### src/rtl/datapath_seq.sv
// datapath_seq: self-sequencing register-file datapath.
//
// Holds an NREGS x WIDTH register file, the A/B/C operand registers, a one-bit shifter,
// a 2-op ALU and Z/N/V status flags. One start pulse in IDLE latches a complete operation.
// The internal FSM then runs it without further input from the controller.
//   ALU ops   (vsel==11): IDLE -> RDA -> RDB -> EXEC -> WB
//   load ops  (vsel!=11): IDLE -> WB
//
// Optional build macro:
//   CARRY_FLAG_EN - adds the C_out carry/no-borrow flag and its logic.
//
// Ports:
//   clk, rst_n          clock, asynchronous active-low reset
//   start               begin an operation (sampled only in IDLE)
//   rd, rn, rm          destination / A-operand / B-operand register indices
//   shift, aluop        B-operand shift and ALU function
//   asel, bsel          force ALU A to 0 / take ALU B from imm
//   vsel, wb_en         writeback source select and write enable
//   loads               update flags in EXEC
//   imm, mdata, pc      immediate, memory read data, program counter
//   busy, done          busy in every non-IDLE state; done pulses in WB
//   result              last ALU result (C)
//   Z_out, N_out, V_out status flags (plus C_out when CARRY_FLAG_EN is defined)
module datapath_seq #(
  parameter int WIDTH = 16,
  parameter int NREGS = 8,
  parameter int PC_W  = 8,
  localparam int RW   = $clog2(NREGS)
) (
  input  logic             clk,
  input  logic             rst_n,
  input  logic             start,
  input  logic [RW-1:0]    rd,
  input  logic [RW-1:0]    rn,
  input  logic [RW-1:0]    rm,
  input  logic [1:0]       shift,
  input  logic [1:0]       aluop,
  input  logic             asel,
  input  logic             bsel,
  input  logic [1:0]       vsel,
  input  logic             wb_en,
  input  logic             loads,
  input  logic [WIDTH-1:0] imm,
  input  logic [WIDTH-1:0] mdata,
  input  logic [PC_W-1:0]  pc,
  output logic             busy,
  output logic             done,
  output logic [WIDTH-1:0] result,
`ifdef CARRY_FLAG_EN
  output logic             C_out,
`endif
  output logic             Z_out,
  output logic             N_out,
  output logic             V_out
);

  typedef enum logic [2:0] {StIdle, StRda, StRdb, StExec, StWb} state_e;

  // Register count widened by one bit so out-of-range indices can be detected.
  localparam logic [RW:0] NregsL = (RW + 1)'(NREGS);

  state_e state_q, state_d;

  // Latched operation fields, stable for the whole operation.
  logic [RW-1:0]    op_rd_q, op_rn_q, op_rm_q;
  logic [1:0]       op_shift_q, op_aluop_q, op_vsel_q;
  logic             op_asel_q, op_bsel_q, op_wb_en_q, op_loads_q;
  logic [WIDTH-1:0] op_imm_q, op_mdata_q;
  logic [PC_W-1:0]  op_pc_q;

  logic [WIDTH-1:0] regs_q [NREGS];
  logic [WIDTH-1:0] a_q, b_q, c_q;
  logic             z_q, n_q, v_q;

  logic             accept;
  logic             rd_ok, rn_ok, rm_ok;
  logic [WIDTH-1:0] rd_a, rd_b;
  logic [WIDTH-1:0] ain, bsh, bin, alu_out;
  logic             alu_v;
  logic [WIDTH-1:0] wb_val;

  assign accept = (state_q == StIdle) && start;

  // Indices at or beyond NREGS read as zero and never write.
  assign rd_ok = ({1'b0, op_rd_q} < NregsL);
  assign rn_ok = ({1'b0, op_rn_q} < NregsL);
  assign rm_ok = ({1'b0, op_rm_q} < NregsL);
  assign rd_a  = rn_ok ? regs_q[op_rn_q] : '0;
  assign rd_b  = rm_ok ? regs_q[op_rm_q] : '0;

  // ---------------------------------------------------------------------------
  // FSM: state register / next-state / outputs
  // ---------------------------------------------------------------------------
  always_ff @(posedge clk or negedge rst_n) begin
    if (!rst_n) begin
      state_q <= StIdle;
    end else begin
      state_q <= state_d;
    end
  end

  always_comb begin
    state_d = state_q;
    case (state_q)
      StIdle: begin
        if (start) begin
          state_d = (vsel == 2'b11) ? StRda : StWb;
        end
      end
      StRda:   state_d = StRdb;
      StRdb:   state_d = StExec;
      StExec:  state_d = StWb;
      StWb:    state_d = StIdle;
      default: state_d = StIdle;
    endcase
  end

  always_comb begin
    busy = (state_q != StIdle);
    done = (state_q == StWb);
  end

  // ---------------------------------------------------------------------------
  // Operation register
  // ---------------------------------------------------------------------------
  always_ff @(posedge clk or negedge rst_n) begin
    if (!rst_n) begin
      op_rd_q    <= '0;
      op_rn_q    <= '0;
      op_rm_q    <= '0;
      op_shift_q <= '0;
      op_aluop_q <= '0;
      op_asel_q  <= 1'b0;
      op_bsel_q  <= 1'b0;
      op_vsel_q  <= '0;
      op_wb_en_q <= 1'b0;
      op_loads_q <= 1'b0;
      op_imm_q   <= '0;
      op_mdata_q <= '0;
      op_pc_q    <= '0;
    end else if (accept) begin
      op_rd_q    <= rd;
      op_rn_q    <= rn;
      op_rm_q    <= rm;
      op_shift_q <= shift;
      op_aluop_q <= aluop;
      op_asel_q  <= asel;
      op_bsel_q  <= bsel;
      op_vsel_q  <= vsel;
      op_wb_en_q <= wb_en;
      op_loads_q <= loads;
      op_imm_q   <= imm;
      op_mdata_q <= mdata;
      op_pc_q    <= pc;
    end
  end

  // ---------------------------------------------------------------------------
  // Shifter and ALU
  // ---------------------------------------------------------------------------
  always_comb begin
    ain = op_asel_q ? '0 : a_q;
    case (op_shift_q)
      2'b00:   bsh = b_q;
      2'b01:   bsh = {b_q[WIDTH-2:0], 1'b0};
      2'b10:   bsh = {1'b0, b_q[WIDTH-1:1]};
      default: bsh = {b_q[WIDTH-1], b_q[WIDTH-1:1]};
    endcase
    bin     = op_bsel_q ? op_imm_q : bsh;
    alu_out = '0;
    alu_v   = 1'b0;
    case (op_aluop_q)
      2'b00: begin
        alu_out = ain + bin;
        alu_v   = (ain[WIDTH-1] == bin[WIDTH-1]) && (alu_out[WIDTH-1] != ain[WIDTH-1]);
      end
      2'b01: begin
        alu_out = ain - bin;
        alu_v   = (ain[WIDTH-1] != bin[WIDTH-1]) && (alu_out[WIDTH-1] != ain[WIDTH-1]);
      end
      2'b10:   alu_out = ain & bin;
      default: alu_out = ~bin;
    endcase
  end

`ifdef CARRY_FLAG_EN
  logic [WIDTH:0] sum_ext;
  logic           alu_c;
  logic           c_flag_q;

  // Subtraction reports "no borrow", i.e. Ain >= Bin unsigned.
  always_comb begin
    sum_ext = {1'b0, ain} + {1'b0, bin};
    case (op_aluop_q)
      2'b00:   alu_c = sum_ext[WIDTH];
      2'b01:   alu_c = (ain >= bin);
      default: alu_c = 1'b0;
    endcase
  end

  always_ff @(posedge clk or negedge rst_n) begin
    if (!rst_n) begin
      c_flag_q <= 1'b0;
    end else if ((state_q == StExec) && op_loads_q) begin
      c_flag_q <= alu_c;
    end
  end

  assign C_out = c_flag_q;
`endif

  // ---------------------------------------------------------------------------
  // Operand registers, result and flags
  // ---------------------------------------------------------------------------
  always_ff @(posedge clk or negedge rst_n) begin
    if (!rst_n) begin
      a_q <= '0;
      b_q <= '0;
      c_q <= '0;
      z_q <= 1'b0;
      n_q <= 1'b0;
      v_q <= 1'b0;
    end else begin
      if (state_q == StRda) a_q <= rd_a;
      if (state_q == StRdb) b_q <= rd_b;
      if (state_q == StExec) begin
        c_q <= alu_out;
        if (op_loads_q) begin
          z_q <= (alu_out == '0);
          n_q <= alu_out[WIDTH-1];
          v_q <= alu_v;
        end
      end
    end
  end

  assign result = c_q;
  assign Z_out  = z_q;
  assign N_out  = n_q;
  assign V_out  = v_q;

  // ---------------------------------------------------------------------------
  // Writeback and register file
  // ---------------------------------------------------------------------------
  always_comb begin
    case (op_vsel_q)
      2'b00:   wb_val = op_mdata_q;
      2'b01:   wb_val = op_imm_q;
      2'b10:   wb_val = WIDTH'(op_pc_q);
      default: wb_val = c_q;
    endcase
  end

  always_ff @(posedge clk or negedge rst_n) begin
    if (!rst_n) begin
      for (int i = 0; i < NREGS; i++) regs_q[i] <= '0;
    end else if ((state_q == StWb) && op_wb_en_q && rd_ok) begin
      regs_q[op_rd_q] <= wb_val;
    end
  end

endmodule

### config.mk
export PLATFORM = sky130hd
export DESIGN_NAME = datapath_seq
export DESIGN_NICKNAME = d
export VERILOG_FILES = /design/src/rtl/datapath_seq.sv
export SDC_FILE = /design/constraint.sdc
export NUM_CORES = 1
export LEC_CHECK = 0
export CORE_ASPECT_RATIO = 2
export CORE_MARGIN = 5
export CORE_UTILIZATION = 40
export CTS_CLUSTER_DIAMETER = 120
export DETAILED_ROUTE_END_ITERATION = 6
export PLACE_DENSITY = 0.66
export RECOVER_POWER = 50
export SYNTH_ARGS = -nofsm -noshare
export SYNTH_HDL_FRONTEND = slang
export SYNTH_SLANG_ARGS = --single-unit
### constraint.sdc
create_clock -name clk -period 5.1 [get_ports clk]
set_clock_uncertainty 0.05 [all_clocks]
set_input_delay 1.02 -clock clk [delete_from_list [all_inputs] [get_ports clk]]
set_output_delay 1.02 -clock clk [all_outputs]
set_load 0.03 [all_outputs]
Word-level counts from Yosys, hierarchy flattened
Index checks and enable logic that the tools add are counted.
{"block": "totals", "reg_bits": 241, "in_bits": 62, "output_inout_bits": 21, "elab_cells": 85}
{"block": "classes", "add_sub_neg": 2, "n_lt_le_gt_ge": 4, "eq_ne": 16, "muxes": 18, "bitwise_logic": 5, "n_reduce_logical": 12}
{"operator": "16-bit case mux with 3 select lines", "n": 3}
{"operator": "128-bit bitwise mux", "n": 1}
{"operator": "16-bit two-way mux", "n": 7}
{"operator": "16-bit binary-select mux with 3-bit select", "n": 2}
{"operator": "16-bit demux with 3-bit select", "n": 1}
{"operator": "16-bit adder", "n": 1}
{"operator": "16-bit bitwise AND", "n": 1}
{"operator": "16-bit zero test", "n": 1}
{"operator": "16-bit inverter", "n": 1}
{"operator": "16-bit subtractor", "n": 1}
{"operator": "4-bit greater-or-equal comparator, second input constant", "n": 3}
{"operator": "3-bit inverter with 4-bit output", "n": 3}
{"operator": "3-bit case mux with 4 select lines", "n": 1}
{"operator": "2-bit equality test, second input constant", "n": 4}
{"operator": "2-bit by 1-bit equality test with 1-bit output, second input constant", "n": 3}
{"operator": "3-bit by 2-bit equality test with 1-bit output, second input constant", "n": 2}
{"operator": "2-bit zero test", "n": 3}
{"operator": "3-bit two-way mux", "n": 2}
{"operator": "1-bit logical AND", "n": 5}
{"operator": "4-bit by 1-bit < comparator with 1-bit output, second input constant", "n": 1}
{"operator": "3-bit by 1-bit equality test with 1-bit output, second input constant", "n": 1}
{"operator": "3-bit equality test, second input constant", "n": 1}
{"operator": "3-bit zero test", "n": 1}
{"operator": "1-bit inequality test", "n": 3}
{"operator": "5 further kinds", "n": 5}

Depth between registers and ports, before layout
Gate-level depths: netlist (run 1).
{"block": "logic_depth", "depth_word": 7, "depth_mapped": 18, "depth_no_buf": 15}

Worst setup path after synthesis (run 1)
Ideal clock, no wire load.
{"block": "synth_path", "path_type": "register to register", "from": "register op_shift_q[0]", "to": "register z_q, in the netlist Z_out", "setup_time_ps": 120, "arrival_ps": 3365, "required_ps": 4930, "slack_ps": 1566, "path_stages_with_launch": 17, "path_buffers": 1, "period_less_slack_ps": 3534, "cell_sequence": "dfrtp_1 -> buf_2 -> nor2_1 -> a22oi_1 -> o21ai_0 -> ha_1 -> inv_1 -> fa_1 -> nor2b_1 -> o21ai_1 -> a21oi_1 -> o41ai_1 -> a2111oi_0 -> a311oi_1 -> a2111oi_0 -> and4_1 -> a31o_1"}
{"block": "synth_via", "elab_chain_cells": 6, "word_cells_on_any_way": 11, "cone_classes": "add/sub (2); eq/ne (2); mux (3); bitwise (2); reduce/logical (2)"}
{"item": "start, declared", "line": "66", "source": "logic [1:0] op_shift_q, op_aluop_q, op_vsel_q;"}
{"item": "start signal, assigned", "line": "145", "source": "op_shift_q <= shift;"}
{"item": "2-bit equality test (tied with other cells)", "line": "163", "source": "case (op_shift_q)"}
{"item": "16-bit case mux with 3 select lines *", "line": "163"}
{"item": "16-bit two-way mux *", "line": "169", "source": "bin = op_bsel_q ? op_imm_q : bsh;"}
{"item": "16-bit subtractor (tied with other cells)", "line": "178", "source": "alu_out = ain - bin;"}
{"item": "16-bit case mux with 3 select lines *", "line": "172", "source": "case (op_aluop_q)"}
{"item": "16-bit zero test *", "line": "229", "source": "z_q <= (alu_out == '0);"}
{"item": "end signal, assigned", "line": "229"}
{"item": "end, declared", "line": "73", "source": "logic z_q, n_q, v_q;"}
Every way passes the cells marked *; elsewhere a longest branch is shown, timed or not.
A chain may end at the register's enable or synchronous reset.

Worst setup path after layout (run 1)
{"block": "layout_path", "from": "register op_shift_q[1]", "to": "register z_q, in the netlist Z_out"}
The elaborated chain is that of the path after synthesis.

==> results of run 1 <==
[placed cells by master (no fill, tap or decap), types with 5 or more instances in the layout]
cell type        count
a211oi_1             5
a21oi_1            102
a31oi_1              9
and3_1               5
buf_4               23
clkbuf_1             7
clkbuf_16           23
clkbuf_8             5
clkdlybuf4s50_1     80
dfrtp_1            237
ha_1                32
inv_1               31
mux2_2             127
mux2i_1             70
mux4_2              73
nand2_1             91
nand3_1             12
nand3b_1             6
nor2_1             104
nor2b_1             25
nor3_1              11
nor4_1               5
o211ai_1             5
o21ai_0             67
xnor2_1              6
[worst max path at each step]
stage,startpoint,to,slack [ns],cells past startpoint
floorplan,op_shift_q[0]$_DFFE_PN0P_,Z_out$_DFFE_PN0P_,1.57,16
global placement,op_shift_q[1]$_DFFE_PN0P_,Z_out$_DFFE_PN0P_,0.79,15
detailed placement,op_shift_q[1]$_DFFE_PN0P_,Z_out$_DFFE_PN0P_,0.66,15
CTS,op_shift_q[1]$_DFFE_PN0P_,Z_out$_DFFE_PN0P_,0.64,15
global route,rst_n,op_imm_q[10]$_DFFE_PN0P_,0.22,2
finish,op_shift_q[1]$_DFFE_PN0P_,Z_out$_DFFE_PN0P_,0.54,15
[registers in the layout, summed over array words and instances, names as in the netlist]
name / cells
state_q: 3
b_q: 16
op_shift_q: 2
Z_out: 1
op_aluop_q: 2
op_pc_q: 8
a_q: 16
V_out: 1
op_asel_q: 1
op_vsel_q: 2
op_imm_q: 16
result: 16
op_mdata_q: 16
N_out: 1
op_wb_en_q: 1
op_rn_q: 3
regs_q: 128
op_rm_q: 3
op_loads_q: 1
op_bsel_q: 1
op_rd_q: 3
[per-stage QoR]
| step | hold WS [ns] | worst slack, ns | cells | power [uW] |
|---|---|---|---|---|
| global placement | 0.424 | 0.785 | 1668 | 10300 |
| global route | 0.480 | 0.224 | 1708 | 13000 |
| CTS | 0.453 | 0.642 | 1708 | 12200 |
| floorplan | 0.411 | 1.57 | 1214 | 8520 |
| finish | 0.453 | 0.540 | 1708 | 12200 |
| detailed placement | 0.438 | 0.664 | 1668 | 10500 |
[per-layer routing]
metal	GRT usage (%)	vias to the layer above
met4	8.98	0
met5	0	-
met3	1.92	86
met1	20.9	4955
li1	-	4491
met2	38.0	274
[cell type report]
| class | count | area [sq um] | area share [%] |
|---|---|---|---|
| Inverter | 34 | 128 | 0.820 |
| Clock buffer | 33 | 663 | 4.26 |
| Clock inverter | 7 | 66.3 | 0.426 |
| Multi-Input combinational cell | 848 | 7120 | 45.7 |
| Tap cell | 436 | 546 | 3.51 |
| Sequential cell | 241 | 6040 | 38.8 |
| Timing Repair Buffer | 109 | 1010 | 6.48 |
[critical path: stages, from the launching register on]
cell       delay, ns
dfrtp_1         0.42
buf_4           0.23
nor2_1          0.17
a22oi_1         0.08
o21ai_0         0.40
ha_1            0.27
inv_1           0.07
fa_1            0.43
nor2b_1         0.18
o21ai_1         0.16
a21oi_1         0.12
o41ai_1         0.50
a311oi_1        0.19
a2111oi_0       0.77
and4_1          0.31
a31o_1          0.14
[where the power goes]
| part | total, uW | switching (uW) | internal [uW] |
|---|---|---|---|
| clock network | 1680 | 729 | 954 |
| logic | 6830 | 3800 | 3030 |
| registers | 3670 | 889 | 2780 |
| total | 12200 | 5420 | 6770 |
[cell families (layout without fill, tap and decap cells)]
logic type / after synthesis / count (layout)
buffers and inverters: 125 / 183
XOR/XNOR: 9 / 9
adder cells (fa/ha/maj): 34 / 34
AND/OR/NAND/NOR: 290 / 290
flip-flops: 241 / 241
multiplexers: 270 / 270
AO/OA/AOI/OAI: 245 / 245
==> summary.json, run 1 <==
{
  "route.antenna.remaining_nets": 0,
  "core_sq_um": 33600,
  "pwr_per_cell_area_nw_per_um2": 783,
  "die_height_microns": 271,
  "grt_setup_unrepaired": "false",
  "critPathCaptureType": "flop",
  "slew-limit-headroom_pct": -102,
  "post-synth-top-count-cell": "dfrtp_1",
  "buffer_ports.inserted": 82,
  "length_of_routed_met3_wiring_microns": 1310,
  "num_rows": 95,
  "power.ir.vdd_worst_mv": 0.318,
  "cts-hold-fix-buffers": 0,
  "buffer_cell_driving_the_clock_tree_root": "clkbuf_16",
  "synthXorXnorAreaFrac_pct": 0.578,
  "routedLengthMet1_microns": 13000,
  "synth_simple_gate_area_share_pct": 9.74,
  "synth.area.top_cells": "dfrtp_1, mux4_2, mux2_2",
  "synth_compound_area_share_pct": 10.8,
  "ys.warnings.count": 0,
  "setup_total_negative_slack_ns": 0,
  "synth-seq-cells": 241,
  "detail_route.drc_violations": 0,
  "initialDrtViolationCount": 660,
  "post_route_cells_drive_above_1_share_pct": 22.2,
  "crit_path_max_fanout": 26,
  "fill_cells": 3039,
  "start_util_pct": 40.6,
  "drt-vias-per-instance": 5.74,
  "grt_overflow": 0,
  "period_needed_ns": 4.56,
  "placement.cell_area_sq_um": 14900,
  "postCtsSetupRepairBufs": 0,
  "routed-via-count": 9806,
  "worstSkewPairLatency_ns": 0.52,
  "top_layer": "met4",
  "maxSlewViolCount": 123,
  "netlist.area_leader.share_pct": 44.2,
  "synth.distinct_cells": 72,
  "class_of_the_most_critical_hold_timing_path": "flop to flop",
  "synth.mux.area_fraction_pct": 27.7,
  "initial_antenna_violation_count": 0,
  "synth_enable_flop_cells": 0,
  "dr_wl_met2_microns": 20900,
  "die_w_microns": 141,
  "max_cap_violations": 1,
  "gp_routability_congestion": 0.903,
  "post_drt_wl_per_cell_microns": 21.7,
  "diodes": 0,
  "area.growth.synth_to_final_pct": 14.1,
  "grt_pass1_wl_microns": 58900,
  "critPathKind": "flop to flop",
  "min_from": "regs_q[74]$_DFFE_PN0P_",
  "cts_htree_levels": 1,
  "synth_area_sq_um": 13600,
  "timing.reg2reg.worst_path_depth": 15,
  "final_setup_violations": 0,
  "worst_margin_slew_ns": 3.03,
  "postCtsResizedCells": 0,
  "synth_area_per_cell_sq_um": 11.2,
  "final_min_period_over_clock_period_pct": 89.4,
  "status": "complete, but fails checks",
  "final_nets": 1352,
  "number_of_buffers_between_clock_root_and_the_deepest_sink": 3,
  "grtUsageTotal_pct": 19.6,
  "share_of_flip_flops_with_an_asynchronous_set_or_reset_pct": 100,
  "synth_seq_area_share_pct": 44.2,
  "cts_inserted_buffers": 22,
  "leading_register_cell_type_out_of_synthesis": "dfrtp_1",
  "place.detailed.hpwl_microns": 27000,
  "power.leakage_uw": 0.00675,
  "synth.cells.most_frequent": "dfrtp_1, mux2_2, nor2_1",
  "synth_cells": 1214,
  "reg2reg_slack_ns": 0.54,
  "grt_start_max_net_pins": 123,
  "first_global_vias": 10500,
  "fmax_ghz": 0.219,
  "worstSetupStartpointType": "flop",
  "postSynthNetCount": 1310,
  "whs_path_depth": 2,
  "io-pin-count": 83,
  "dominant_combinational_cell_family_by_area_after_synthesis": "multiplexers",
  "utilization_pct": 46.3,
  "number_of_search_and_repair_iterations_in_the_first_detailed_routing_pass": 5,
  "hold_path_end": "regs_q[74]$_DFFE_PN0P_",
  "clk_pin_slew_ns": 0.07,
  "regToRegStartpoint": "op_shift_q[1]$_DFFE_PN0P_",
  "detailed_route_wire_length_microns": 37000,
  "required_ns": 5.51,
  "worstPathArrival_ns": 4.97,
  "synth_fa_ha_area_share_pct": 3.23,
  "hold_viol": 0,
  "synth.largest_area_cell": "dfrtp_1",
  "design_area_sq_um": 15600,
  "failing_checks": "capacitance limit, slew limit",
  "floorplan.die_area_sq_um": 38100,
  "r2r_end": "Z_out$_DFFE_PN0P_",
  "cts_tree": "built",
  "clock_sinks": 241
}
Note: power is estimated with default switching activity, not from simulation.
==> inputs of run 2 (changes only) <==
--- a/config.mk
+++ b/config.mk
@@ -5,12 +5,13 @@
 export SDC_FILE = /design/constraint.sdc
 export NUM_CORES = 1
 export LEC_CHECK = 0
+export CAP_MARGIN = 10
 export CORE_ASPECT_RATIO = 2
-export CORE_MARGIN = 5
-export CORE_UTILIZATION = 40
+export CORE_MARGIN = 3
+export CORE_UTILIZATION = 60
 export CTS_CLUSTER_DIAMETER = 120
 export DETAILED_ROUTE_END_ITERATION = 6
-export PLACE_DENSITY = 0.66
+export PLACE_DENSITY = 0.89
 export RECOVER_POWER = 50
 export SYNTH_ARGS = -nofsm -noshare
 export SYNTH_HDL_FRONTEND = slang
==> run 2 against run 1 <==
Net effect: the flow still finishes with violations (capacitance limit, slew limit); maximum frequency up 7.5%; combinational power about the same; utilization up 23 points; non-clock buffer count down 4; sequential cell count unchanged; critical path type unchanged; clock-buffer cell count down 3; critical endpoint unchanged; first-iteration DRC count up 59%; sequential share of layout area up 0.47 points; critical path depth unchanged.
==> summary.json, run 2 (synthesis gave the netlist of run 1 again) <==
{
  "critPathKind": "flop to flop",
  "diodes": 0,
  "period_needed_ns": 4.24,
  "fmax_ghz": 0.236,
  "routed-via-count": 10300,
  "cts_inserted_buffers": 22,
  "placement.cell_area_sq_um": 14600,
  "detail_route.drc_violations": 0,
  "path_delay_family": "compound AO/OA/AOI/OAI gates",
  "start_util_pct": 61.3,
  "power.ir.vdd_worst_mv": 0.590,
  "status": "complete, but fails checks",
  "final_cells": 1544,
  "floorplan.die_area_sq_um": 24700,
  "grt_start_max_net_pins": 126,
  "class_of_the_most_critical_hold_timing_path": "flop to flop",
  "postCtsResizedCells": 0,
  "dp.cells": 1504,
  "design_area_sq_um": 15400,
  "io-pin-count": 83,
  "buffer_cell_driving_the_clock_tree_root": "clkbuf_16",
  "setup_total_negative_slack_ns": 0,
  "route.antenna.remaining_nets": 0,
  "detailed_route_wire_length_microns": 37100,
  "fill_cells": 1516,
  "core_sq_um": 22300,
  "worstPathArrival_ns": 4.65,
  "worstSkewPairLatency_ns": 0.53,
  "clk_pin_slew_ns": 0.07,
  "critical_path.cell_chain": "nor2_1 > a22oi_1 > o21ai_0 > ha_1 > inv_1 > fa_1 > nor2b_1 > o2111ai_1 > and3_1 > o311ai_0 > a31oi_1 > nand3b_1 > a21oi_1 > and4_1 > a31o_1",
  "number_of_search_and_repair_iterations_in_the_first_detailed_routing_pass": 5,
  "crit_path_max_incr_delay_ns": 0.66,
  "final_setup_violations": 0,
  "cp_num_buf_inv": 1,
  "grtUsageTotal_pct": 30.3,
  "area.growth.synth_to_final_pct": 12.7,
  "worstSetupStartpointType": "flop",
  "hold_viol": 0,
  "crit_path_max_fanout": 9,
  "maxSlewViolCount": 160,
  "critPathCaptureType": "flop",
  "number_of_buffers_between_clock_root_and_the_deepest_sink": 3,
  "drt-vias-per-instance": 6.69,
  "cts_htree_levels": 1,
  "worst_margin_slew_ns": 3.03,
  "final_min_period_over_clock_period_pct": 83.2,
  "grt_overflow": 0,
  "minimum_hold_slack_ns": 0.459,
  "final_nets": 1348,
  "required_ns": 5.51,
  "initialDrtViolationCount": 1051,
  "largest_reg_flops": 128,
  "regMostFlops": "regs_q",
  "cts-hold-fix-buffers": 0,
  "crit_slowest_cell": "o311ai_0",
  "num_rows": 77,
  "grt_setup_unrepaired": "false",
  "die_height_microns": 219,
  "max_cap_violations": 2,
  "pwr_per_cell_area_nw_per_um2": 808,
  "clock_sinks": 241,
  "power.leakage_uw": 0.00676,
  "cts_tree": "built",
  "grt_pass1_wl_microns": 58700,
  "final_common_cell": "dfrtp_1",
  "place.detailed.hpwl_microns": 25800,
  "buffer_ports.inserted": 82,
  "post_route_cells_drive_above_1_share_pct": 22.2,
  "first_global_vias": 11000,
  "initial_antenna_violation_count": 0,
  "slew-limit-headroom_pct": -102,
  "postCtsSetupRepairBufs": 0,
  "failing_checks": "capacitance limit, slew limit",
  "mostFrequentLayoutCells": "dfrtp_1, mux2_2, nor2_1",
  "gp_routability_congestion": 1.02,
  "die_w_microns": 113,
  "post_drt_wl_per_cell_microns": 24.1,
  "utilization_pct": 69.1
}
run 2: path summary, 6_finish.rpt:
kind	from	slack, ns	to	cells after the start
setup / recovery	op_shift_q[0]$_DFFE_PN0P_	0.86	Z_out$_DFFE_PN0P_	15
setup reg to reg	op_shift_q[0]$_DFFE_PN0P_	0.86	Z_out$_DFFE_PN0P_	15
min in group asynchronous	rst_n	1.42	op_rn_q[0]$_DFFE_PN0P_	1
hold reg to reg	op_loads_q$_DFFE_PN0P_	0.46	op_loads_q$_DFFE_PN0P_	1
hold / removal	op_loads_q$_DFFE_PN0P_	0.46	op_loads_q$_DFFE_PN0P_	1
max in group asynchronous	rst_n	0.99	regs_q[46]$_DFFE_PN0P_	2
run 2: through the flow:
step,worst slack [ns],power (uW)
2_1_floorplan,1.57,8520
3_3_place_gp,1.04,10200
3_5_place_dp,0.953,10500
4_1_cts,0.902,12300
5_1_grt,0.323,13200
6_report,0.859,12400
run 2: power breakdown:
part           switching, uW  internal (uW)
Combinational           3820           3040
Sequential              1020           2780
Clock                    732           1040
Total                   5570           6860
run 2: final cells by class:
| type | instances | area (sq um) | area share (%) |
|---|---|---|---|
| Timing Repair Buffer | 105 | 978 | 6.36 |
| Multi-Input combinational cell | 848 | 7110 | 46.3 |
| Clock buffer | 30 | 641 | 4.17 |
| Sequential cell | 241 | 6040 | 39.2 |
| Inverter | 34 | 128 | 0.830 |
| Clock inverter | 10 | 136 | 0.887 |
| Tap cell | 276 | 345 | 2.25 |
run 2: layer usage:
metal	routed length (microns)	vias up	share of wire (%)	GRT usage (%)
met4	2370	0	6.4	18.2
met2	20200	436	54	55.4
met5	0	-	0	0
li1	-	4484	-	-
met3	1960	170	5.3	3.01
met1	12600	5238	34	33.5
